**config.mk**
```make
export PLATFORM = sky130hd
export DESIGN_NAME = cpu_bus_access
export DESIGN_NICKNAME = d
export VERILOG_FILES = /design/src/rtl/cpu_bus_pkg.sv /design/src/rtl/cpu_bus_access.sv
export SDC_FILE = /design/constraint.sdc
export NUM_CORES = 1
export LEC_CHECK = 0
export BUFFER_PORTS_ARGS = -buffer_cell sky130_fd_sc_hd__buf_2
export CAP_MARGIN = 20
export CORE_MARGIN = 10
export CORE_UTILIZATION = 35
export DETAILED_ROUTE_END_ITERATION = 7
export SYNTH_ARGS = -nofsm -noshare
export SYNTH_HDL_FRONTEND = slang
export SYNTH_SLANG_ARGS = --single-unit
```
**constraint.sdc**
```tcl
create_clock -name clk -period 2.4 [get_ports clk]
set_input_delay 0.48 -clock clk [delete_from_list [all_inputs] [get_ports clk]]
set_output_delay 0.48 -clock clk [all_outputs]
set_load 0.02 [all_outputs]
```
**src/rtl/cpu_bus_pkg.sv**
```systemverilog
// Shared definitions for the CPU bus-access block: bus widths and FSM state encoding.
// Also used by the timing stage and the bus arbiter.
package cpu_bus_pkg;

    localparam int ADDR_W = 27;
    localparam int DATA_W = 32;

    typedef enum logic [1:0] {
        S_IDLE       = 2'd0,
        S_FETCH_WAIT = 2'd1,
        S_MEM_WAIT   = 2'd2
    } state_t;

endpackage

```
**src/rtl/cpu_bus_access.sv**
```systemverilog
// Bus-side partner of the CPU timing stage: runs instruction fetches and load/store
// transactions, and holds the timing stage via busy until each access completes.
module cpu_bus_access #(
    parameter int ADDR_W = cpu_bus_pkg::ADDR_W,
    parameter int DATA_W = cpu_bus_pkg::DATA_W
) (
    input  logic              clk,
    input  logic              reset,
    input  logic              fetch,
    input  logic              readMem,
    input  logic [ADDR_W-1:0] pc,
    input  logic [ADDR_W-1:0] mem_addr,
    input  logic [DATA_W-1:0] mem_wdata,
    input  logic              mem_read,
    input  logic              mem_write,
    output logic              busy,
    output logic [DATA_W-1:0] instr,
    output logic [DATA_W-1:0] mem_rdata,
    output logic              bus_start,
    output logic [ADDR_W-1:0] bus_addr,
    output logic [DATA_W-1:0] bus_data,
    output logic              bus_we,
    input  logic [DATA_W-1:0] bus_q,
    input  logic              bus_done
);
    import cpu_bus_pkg::*;

    state_t            state_q, state_d;
    logic              done_q, done_d;
    logic              bus_start_q, bus_start_d;
    logic              bus_we_q, bus_we_d;
    logic [ADDR_W-1:0] bus_addr_q, bus_addr_d;
    logic [DATA_W-1:0] bus_data_q, bus_data_d;
    logic [DATA_W-1:0] instr_q, instr_d;
    logic [DATA_W-1:0] mem_rdata_q, mem_rdata_d;
    logic              need_mem;

    assign need_mem = mem_read | mem_write;

    // done is registered, so busy is high in the first cycle of every strobe.
    assign busy = ~done_q & (fetch | (readMem & need_mem));

    always_comb begin
        state_d     = state_q;
        done_d      = done_q;
        bus_start_d = 1'b0;
        bus_we_d    = bus_we_q;
        bus_addr_d  = bus_addr_q;
        bus_data_d  = bus_data_q;
        instr_d     = instr_q;
        mem_rdata_d = mem_rdata_q;

        case (state_q)
            S_IDLE: begin
                if (fetch && !done_q) begin
                    bus_start_d = 1'b1;
                    bus_addr_d  = pc;
                    bus_we_d    = 1'b0;
                    state_d     = S_FETCH_WAIT;
                end else if (readMem && need_mem && !done_q) begin
                    bus_start_d = 1'b1;
                    bus_addr_d  = mem_addr;
                    bus_we_d    = mem_write;
                    bus_data_d  = mem_wdata;
                    state_d     = S_MEM_WAIT;
                end
            end
            S_FETCH_WAIT: begin
                if (bus_done) begin
                    // A fetch strobe that has already dropped must not leave done set.
                    instr_d = bus_q;
                    done_d  = fetch;
                    state_d = S_IDLE;
                end
            end
            S_MEM_WAIT: begin
                if (bus_done) begin
                    if (!bus_we_q) begin
                        mem_rdata_d = bus_q;
                    end
                    done_d  = 1'b1;
                    state_d = S_IDLE;
                end
            end
            default: begin
                state_d = S_IDLE;
            end
        endcase

        if (!fetch && !readMem) begin
            done_d = 1'b0;
        end
    end

    always_ff @(posedge clk) begin
        if (reset) begin
            state_q     <= S_IDLE;
            done_q      <= 1'b0;
            bus_start_q <= 1'b0;
            bus_we_q    <= 1'b0;
            bus_addr_q  <= '0;
            bus_data_q  <= '0;
            instr_q     <= '0;
            mem_rdata_q <= '0;
        end else begin
            state_q     <= state_d;
            done_q      <= done_d;
            bus_start_q <= bus_start_d;
            bus_we_q    <= bus_we_d;
            bus_addr_q  <= bus_addr_d;
            bus_data_q  <= bus_data_d;
            instr_q     <= instr_d;
            mem_rdata_q <= mem_rdata_d;
        end
    end

    assign bus_start = bus_start_q;
    assign bus_we    = bus_we_q;
    assign bus_addr  = bus_addr_q;
    assign bus_data  = bus_data_q;
    assign instr     = instr_q;
    assign mem_rdata = mem_rdata_q;

endmodule

```
==> out/metrics.cfg, run 1 <==
[clock_tree]
h-tree-depth=4
cts_setup_buffers=0
cts.clk_slew.worst_paths_ns=0.06
clock-root-buffer=clkbuf_16
tritoncts=built
cts_buffers=17
clock-sinks=128
post_cts_resized=0
hold_buffers=0
clk_path_buf_depth=2
insertion_delay_ns=0.41

[power]
power_density_nw_per_um2=819
p_comb_share_pct=19.9
swShare_pct=29.5
p_int_mw=4.29
p_leak_nw=3.25
ir_drop_mv=0.484
power_switching_mw=1.80
power_mw=6.09
pwr-share-seq_pct=38.9
clockPowerShare_pct=41.2

[grt]
antenna_found_initial=1
grt_max_degree=66
grt_pass1_vias=5218
grt_usage_pct=16.6
grt_first_pass_wirelength_um=27600
grt.overflow.total=0

[worst_setup_path]
start_kind=flip-flop
worstSetupStartpoint=state_q[1]$_SDFFE_PP0P_
cp_cell_sequence=inv_1 > ha_1 > nand2b_1 > buf_4 > a211oi_1 > a211oi_1
crit_top_cell=a211oi_1
slowest_delay_ns=0.40
path_max_fanout=22
reg2reg_from=state_q[1]$_SDFFE_PP0P_
crit_type=flip-flop to flip-flop
worstPathArrival_ns=2.17
crit_required_ns=2.72
cp-end-kind=flip-flop
cpMaxStageDelayCell=buf_4

[yosys]
synth_nets=744
async_flop_share_pct=0
syn-instance-count=616
yosysUniqueCellTypes=33
syn_area_per_cell_um2=8.86
synthFlopType=dfxtp_1
seq_area_frac_synth_pct=47.0
ys_ff_latch=128
netlist_area_um2=5460
yosys_warnings=0
synth_edf_count=0

[timing]
holdWs_ns=0.320
hold_violations=0
rsz0062_at_grt=no
tns_ns=0
clock_skew_ns=0.00929
layout_setup_ws_ns=0.546
worst_pin_slew_ns=0.444
maxSlewHeadroom_pct=70.4
min_period_ns=1.85
clock.fmax_mhz=539
finalCritPeriodShare_pct=77.3
finalSetupViolations=0
report.final.slew_viol_count=0

[die]
ios=251
core_um2=15300
die_x_um=145
fp.dieH_um=145
dieArea_um2=21000
rows=45
start_util_pct=35.8

[detailed_routing]
via_per_inst=4.85
ant_nets=0
first_iter_violations=271
routedWlPerCell_um=16.7
drc=0
wirelength_um=17800
firstDrtPassIters=4
num_vias=5179

[worst_hold_path]
min_from=bus_q[31]
hold_path_class=primary input to flip-flop

[placement]
place_area_um2=6830
dp_cells=1034
globalplace.congestion=0.783
place_ws_ns=0.472
port_buffers=250
dp_hpwl_um=12600

[layout]
drive_above_1_share_pct=42.4
syn_to_final_growth_pct=36.3
final_cell_area_um2=7430
final_net_count=971
fin_util_pct=48.7
instances_no_fill=1068

[job]
cap_violations=0

[outcome]
status=completed

-- synthesized netlist by cell type, drive strengths merged, types with 2 or more instances --
cell,number,area share (%)
nor2,2,0.14
mux2,27,6.9
clkbuf,25,1.7
dfxtp,128,47
ha,3,0.69
or3,2,0.23
a211oi,56,11
buf,32,3.7
and2,2,0.23
a21oi,99,9.1
o21ai,34,3.2
inv,30,2.1
nand3,33,3.0
nand2,129,8.9
nand3b,2,0.28
-- state kept, by name, indices dropped and copies added, names as in the netlist --
name and count:
bus_addr 27, bus_data 32, bus_start 1, bus_we 1, done_q 1, instr 32, mem_rdata 32, state_q 2
-- power groups by stage --
stage	combinational, mW	clock (mW)	sequential [mW]
2_1_floorplan	0.626	0	2.60
3_3_place_gp	1.22	0	2.41
3_5_place_dp	1.22	0	2.41
4_1_cts	1.23	2.56	2.37
5_1_grt	1.33	2.68	2.39
6_report	1.21	2.51	2.37
-- area by class of cell --
| type | count | area [um2] |
|---|---|---|
| well taps | 211 | 264 |
| inverters | 30 | 113 |
| clock inverters | 14 | 140 |
| multi-input cells | 401 | 2490 |
| repair buffers | 265 | 1420 |
| diodes | 1 | 2.50 |
| flip-flops and latches | 128 | 2560 |
| fillers | 1531 | 7820 |
| clock buffers | 18 | 439 |
-- routing by layer --
layer  vias to the layer above  wire (um)  GRT usage (%)
li1                       2575          -              -
met1                      2363       7640           20.0
met2                       222       8090           26.2
met3                        19       1780           6.42
met4                         0        288           6.06
met5                         -          0              0
-- cell usage in the layout, fill, tap and decap left out, types with 2 or more instances in the layout --
| master | n |
|---|---|
| a211oi_1 | 18 |
| a211oi_2 | 38 |
| a21oi_1 | 99 |
| and2_1 | 2 |
| buf_12 | 3 |
| buf_2 | 249 |
| buf_4 | 12 |
| bufinv_16 | 2 |
| clkbuf_16 | 17 |
| clkinv_2 | 5 |
| clkinvlp_4 | 5 |
| dfxtp_1 | 128 |
| ha_1 | 3 |
| inv_1 | 30 |
| mux2_2 | 8 |
| mux2_4 | 19 |
| nand2_1 | 129 |
| nand3_1 | 33 |
| nand3b_1 | 2 |
| nor2_1 | 2 |
| o21ai_0 | 33 |
| or3_1 | 2 |
-- kinds of logic after synthesis --
family	Yosys count	synth area share, %
mux	27	6.88
simple gates	178	13.9
compound gates	193	24.0
flops	128	47.0
buf+inv	87	7.52
fa+ha+maj	3	0.688
-- critical path: cells and delay by family, from the launching register on --
| family | cells | cell delay [ns] |
|---|---|---|
| buffers and inverters | 2 | 0.48 |
| DFF | 1 | 0.38 |
| AOI/OAI and AO/OA | 2 | 0.34 |
| and+or+nand+nor | 1 | 0.30 |
| adders and majority gates | 1 | 0.26 |
-- path summary, 6_finish.rpt --
path / to / cells past startpoint / slack, ns
max: bus_addr[2]$_SDFFE_PP0P_ / 6 / 0.55
min: mem_rdata[31]$_SDFFE_PP0P_ / 3 / 0.32
max reg2reg: bus_addr[2]$_SDFFE_PP0P_ / 6 / 0.55
min reg2reg: mem_rdata[20]$_SDFFE_PP0P_ / 2 / 0.45
Power figures use the tool's default switching activity.
==> run 2: changes to the inputs <==
- ABC_AREA: not set -> 1
- PLACE_DENSITY: not set -> 0.67
- clock period: 2.4 -> 1.53 ns (I/O delays scaled with it)
==> run 2 against run 1 <==
Net effect:
- routed wire length shrank 10%
- largest power group unchanged
- critical path depth down 2
- critical endpoint is now busy
- synthesized area shrank 9.4%
- clock-buffer cell count rose by 6
- critical path type is now flip-flop to output pin
==> out/metrics.cfg, run 2 <==
[layout]
fin_util_pct=50.3
final_net_count=1041
final_cell_mix=buf_2, nor2_1, dfxtp_1, nand2_1, o21ai_0
mostFrequentLayoutCell=buf_2
syn_to_final_growth_pct=41.2
instances_no_fill=1104
drive_above_1_share_pct=33.4
fill_cells=1452

[yosys]
netlist_area_um2=4940
syn-instance-count=670
syn_area_per_cell_um2=7.38
ys_ff_latch=128
synth_nets=798
async_flop_share_pct=0
synthFlopType=dfxtp_1
yosysUniqueCellTypes=18
synth_edf_count=0
synth_area_leaders=dfxtp_1, nor2_1, o21ai_0
synth.most_common_cell=nor2_1
yosys_warnings=0
synth_common_cells=nor2_1, dfxtp_1, nand2_1, o21ai_0, o21ai_1
synth_top_area_share_pct=51.8
seq_area_frac_synth_pct=51.8
synth_top_area_cell=dfxtp_1

[detailed_routing]
first_iter_violations=215
wl_met2_um=7650
via_per_inst=4.54
routed.top_layer=met5
routedWlPerCell_um=14.5
wl_met1_um=6840
firstDrtPassIters=4
wl_met3_um=1340
ant_nets=0
drc=0
wirelength_um=16000
num_vias=5014

[worst_setup_path]
cpMaxStageDelayCell=dfxtp_1
crit_required_ns=1.22
worstPathArrival_ns=1.16
cp-end-kind=output pin
crit_type=flip-flop to output pin
cp_cell_sequence=inv_1 > nand2_2 > nand2_2 > buf_6
crit_top_cell=nand2_2
slowest_delay_ns=0.36
start_kind=flip-flop
path_max_fanout=4

[die]
die_x_um=139
dieArea_um2=19300
start_util_pct=35.6
ios=251
fp.dieH_um=139
rows=43
core_um2=13900

[clock_tree]
clock-sinks=128
cts.clk_slew.worst_paths_ns=0.06
cts_buffers=17
hold_buffers=0
tritoncts=built
insertion_delay_ns=0.41
h-tree-depth=4
clk_path_buf_depth=2
clock-root-buffer=clkbuf_16

[timing]
finalSetupViolations=0
hold_violations=0
report.final.slew_viol_count=0
worst_pin_slew_ns=0.296
rsz0062_at_grt=no
maxSlewHeadroom_pct=80.3
tns_ns=0
clock_skew_ns=0.0109
min_period_ns=1.46
clock.fmax_mhz=684
finalCritPeriodShare_pct=95.6

[grt]
grt_usage_pct=15.7
grt.overflow.total=0
grt_max_degree=48
antenna_found_initial=2
grt_first_pass_wirelength_um=25000
grt_pass1_vias=4774

[worst_hold_path]
hold_path_class=primary input to flip-flop

[power]
power_density_nw_per_um2=1360
ir_drop_mv=0.714
power_mw=9.53
p_leak_nw=3.60

[placement]
dp_hpwl_um=11900
globalplace.congestion=0.801
dp_cells=1073
port_buffers=250

[outcome]
status=completed

[job]
cap_violations=0

-- run 2: cells by family (layout without fill, tap and decap cells) --
group                    after synthesis  in the layout  synth area share [%]
flip-flops                           128            128                  51.8
AND/OR/NAND/NOR                      323            323                  24.8
AO/OA/AOI/OAI                        155            155                  15.8
other                                  0              1                     0
buffers and inverters                 61            314                  6.88
adder cells (fa/ha/maj)                3              3                 0.759
-- run 2: path summary, 6_finish.rpt --
check,from,endpoint,slack [ns],cells past startpoint
setup / recovery,done_q$_SDFFE_PP0P_,busy,0.07,4
hold / removal,bus_q[2],mem_rdata[2]$_SDFFE_PP0P_,0.14,3
setup reg to reg,state_q[0]$_SDFFE_PP0P_,bus_we$_SDFFE_PP0P_,0.16,9
hold reg to reg,instr[21]$_SDFFE_PP0P_,instr[21]$_SDFFE_PP0P_,0.47,2
-- run 2: metal layers --
layer	vias to the layer above	global-route usage [%]
li1	2619	-
met1	2195	17.9
met3	10	7.43
met5	-	0
met2	186	25.6
met4	4	4.56
-- run 2: worst max-delay path: cells and delay by family, from the launching register on --
family                 cells  cell delay, ns
and+or+nand+nor            2            0.20
DFF                        1            0.36
buffers and inverters      2            0.20
-- run 2: per-stage QoR --
stage / area [um2] / setup WS (ns) / hold slack, ns
floorplan: 4940 / 0.232 / 0.375
global route: 6980 / 0.00363 / 0.125
detailed placement: 6360 / 0.0307 / 0.462
finish: 6980 / 0.0672 / 0.136
global placement: 6360 / 0.0717 / 0.455
CTS: 6980 / 0.00432 / 0.115
-- run 2: final cells by class --
class	instances	area, um2	area share, %
diodes	1	2.50	0.0358
clock buffers	24	502	7.18
clock inverters	5	103	1.47
inverters	15	57.6	0.824
multi-input cells	481	2050	29.3
flip-flops and latches	128	2560	36.7
well taps	180	225	3.22
repair buffers	270	1480	21.2
-- run 2: where the power goes --
group,switching (mW),internal (mW),leakage (nW)
clock network,1.34,2.75,0.294
logic,1.06,0.624,2.25
registers,0.129,3.62,1.05
total,2.54,6.99,3.60
-- run 2: timing repair --
item                       in CTS  in global routing
cloned                          0                  0
buffers inserted                1                  0
pin swaps                       1                  3
setup endpoints to repair       1                  1
gates resized for setup         4                  1
==> run 3: changes to the inputs <==
- CORE_MARGIN: 10 -> 3
==> run 3 against run 2 <==
Net effect:
- maximum frequency is 0.43% higher
- critical path type unchanged
- sequential cell count unchanged
- combinational power grew 3%
- critical endpoint unchanged
==> out/metrics.cfg, run 3 (synthesis gave the netlist of run 2 again) <==
[outcome]
status=completed

[placement]
port_buffers=250
globalplace.congestion=0.786
place_area_um2=6360
dp_hpwl_um=10300
place_ws_ns=0.0109

[grt]
grt.overflow.total=0
grt_max_degree=47
grt_pass1_vias=4722
antenna_found_initial=2
grt_first_pass_wirelength_um=22800
grt_usage_pct=17.9

[die]
fp.dieH_um=125
ios=251
core_um2=13500
die_x_um=125
dieArea_um2=15600
start_util_pct=36.6
rows=42

[worst_hold_path]
hold_depth=3
hold_path_class=primary input to flip-flop
min_from=bus_q[5]

[timing]
hold_violations=0
worst_pin_slew_ns=0.329
maxSlewHeadroom_pct=78.0
finalSetupViolations=0
min_period_ns=1.46
finalCritPeriodShare_pct=95.2
clock_skew_ns=0.0137
layout_setup_ws_ns=0.0735
rsz0062_at_grt=no
clock.fmax_mhz=687
tns_ns=0
report.final.slew_viol_count=0

[worst_setup_path]
crit_required_ns=1.22
slowest_delay_ns=0.33
cp_cell_sequence=nor2_2 > nand2_2 > nand2_2 > buf_6
start_kind=flip-flop
worstPathArrival_ns=1.15
path_delay_family=flip-flops
crit_top_cell=nand2_2
reg2reg_from=state_q[0]$_SDFFE_PP0P_
worstSetupStartpoint=done_q$_SDFFE_PP0P_
cp-end-kind=output pin
r2r_cells=8
path_depth=4
crit_buf_inv=1
cpMaxStageDelayCell=dfxtp_2
path_max_fanout=5
crit_type=flip-flop to output pin

[detailed_routing]
firstDrtPassIters=4
drc=0
routedWlPerCell_um=13.1
num_vias=5042
wl_met2_um=6790
via_per_inst=4.57
wl_met3_um=1150
first_iter_violations=162
wirelength_um=14500
wl_met1_um=6250
routed.top_layer=met5
ant_nets=0

[power]
p_comb_share_pct=17.8
power_density_nw_per_um2=1380
p_int_mw=7.13
power_mw=9.76
clockPowerShare_pct=43.8
ir_drop_mv=0.761
p_leak_nw=3.64
power_switching_mw=2.62
swShare_pct=26.9
pwr-share-seq_pct=38.4

[layout]
drive_above_1_share_pct=34.0
final_net_count=1042
syn_to_final_growth_pct=43.1
final_cell_area_um2=7080
antenna_cells=0
mostFrequentLayoutCell=buf_2
final_cell_mix=buf_2, nor2_1, dfxtp_1, nand2_1, o21ai_0

[clock_tree]
h-tree-depth=4
clock-sinks=128
tritoncts=built
cts.clk_slew.worst_paths_ns=0.06
clock-root-buffer=clkbuf_16
cts_buffers=17
insertion_delay_ns=0.41
hold_buffers=0
clk_path_buf_depth=2

[job]
cap_violations=0

-- run 3: cell count changes in the layout (fill, tap and decap cells not counted), moves of 3 or more --
cell      delta
buf_4        -3
clkinv_2     +3
o21ai_0      -5
o21ai_1      +5
-- run 3: layer usage --
layer  vias up  GRT usage (%)
met5         -              0
met4         4           7.27
met3        26           6.30
met2       181           29.5
met1      2206           21.2
li1       2625              -
-- run 3: worst reg2reg max path: stages, from the launching register on --
cell	delay, ns
dfxtp_2	0.32
inv_1	0.12
ha_4	0.20
inv_1	0.06
nor2_2	0.11
nand2_2	0.09
buf_4	0.21
o21ai_1	0.18
nor2_1	0.05
-- run 3: path summary, 6_finish.rpt --
| check | endpoint | slack [ns] |
|---|---|---|
| worst max-delay path | busy | 0.07 |
| worst min-delay path | mem_rdata[5]$_SDFFE_PP0P_ | 0.13 |
| worst max register to register | bus_data[1]$_SDFFE_PP0P_ | 0.09 |
| worst min register to register | bus_data[19]$_SDFFE_PP0P_ | 0.47 |
-- run 3: final cells by class --
class | count | area, um2
clock buffer | 22 | 474
clock inverter | 10 | 158
fill | 1352 | 6430
inverter | 15 | 57.6
multi-input combinational | 481 | 2070
sequential | 128 | 2560
tap | 176 | 220
timing repair buffer | 271 | 1540
-- run 3: timing repair --
action / 4_1_cts / 5_1_grt
pin swaps: 0 / 3
setup endpoints to repair: 2 / 24
setup buffers: 0 / 1
gates resized for setup: 4 / 15
cloned: 0 / 1
-- run 3: through the flow --
step                hold WS [ns]  cells  utilization [%]
finish                     0.134   1103             52.4
global placement           0.455   1069             47.1
CTS                        0.113   1101             51.9
floorplan                  0.375    670                -
detailed placement         0.462   1069             47.1
global route               0.128   1103             52.4
-- run 3: power by group through the flow --
stage | Combinational (mW) | Clock [mW] | Sequential [mW]
2_1_floorplan | 0.725 | 0 | 4.14
3_3_place_gp | 1.68 | 0 | 3.80
3_5_place_dp | 1.69 | 0 | 3.81
4_1_cts | 1.70 | 4.37 | 3.74
5_1_grt | 1.92 | 4.52 | 3.78
6_report | 1.74 | 4.27 | 3.74
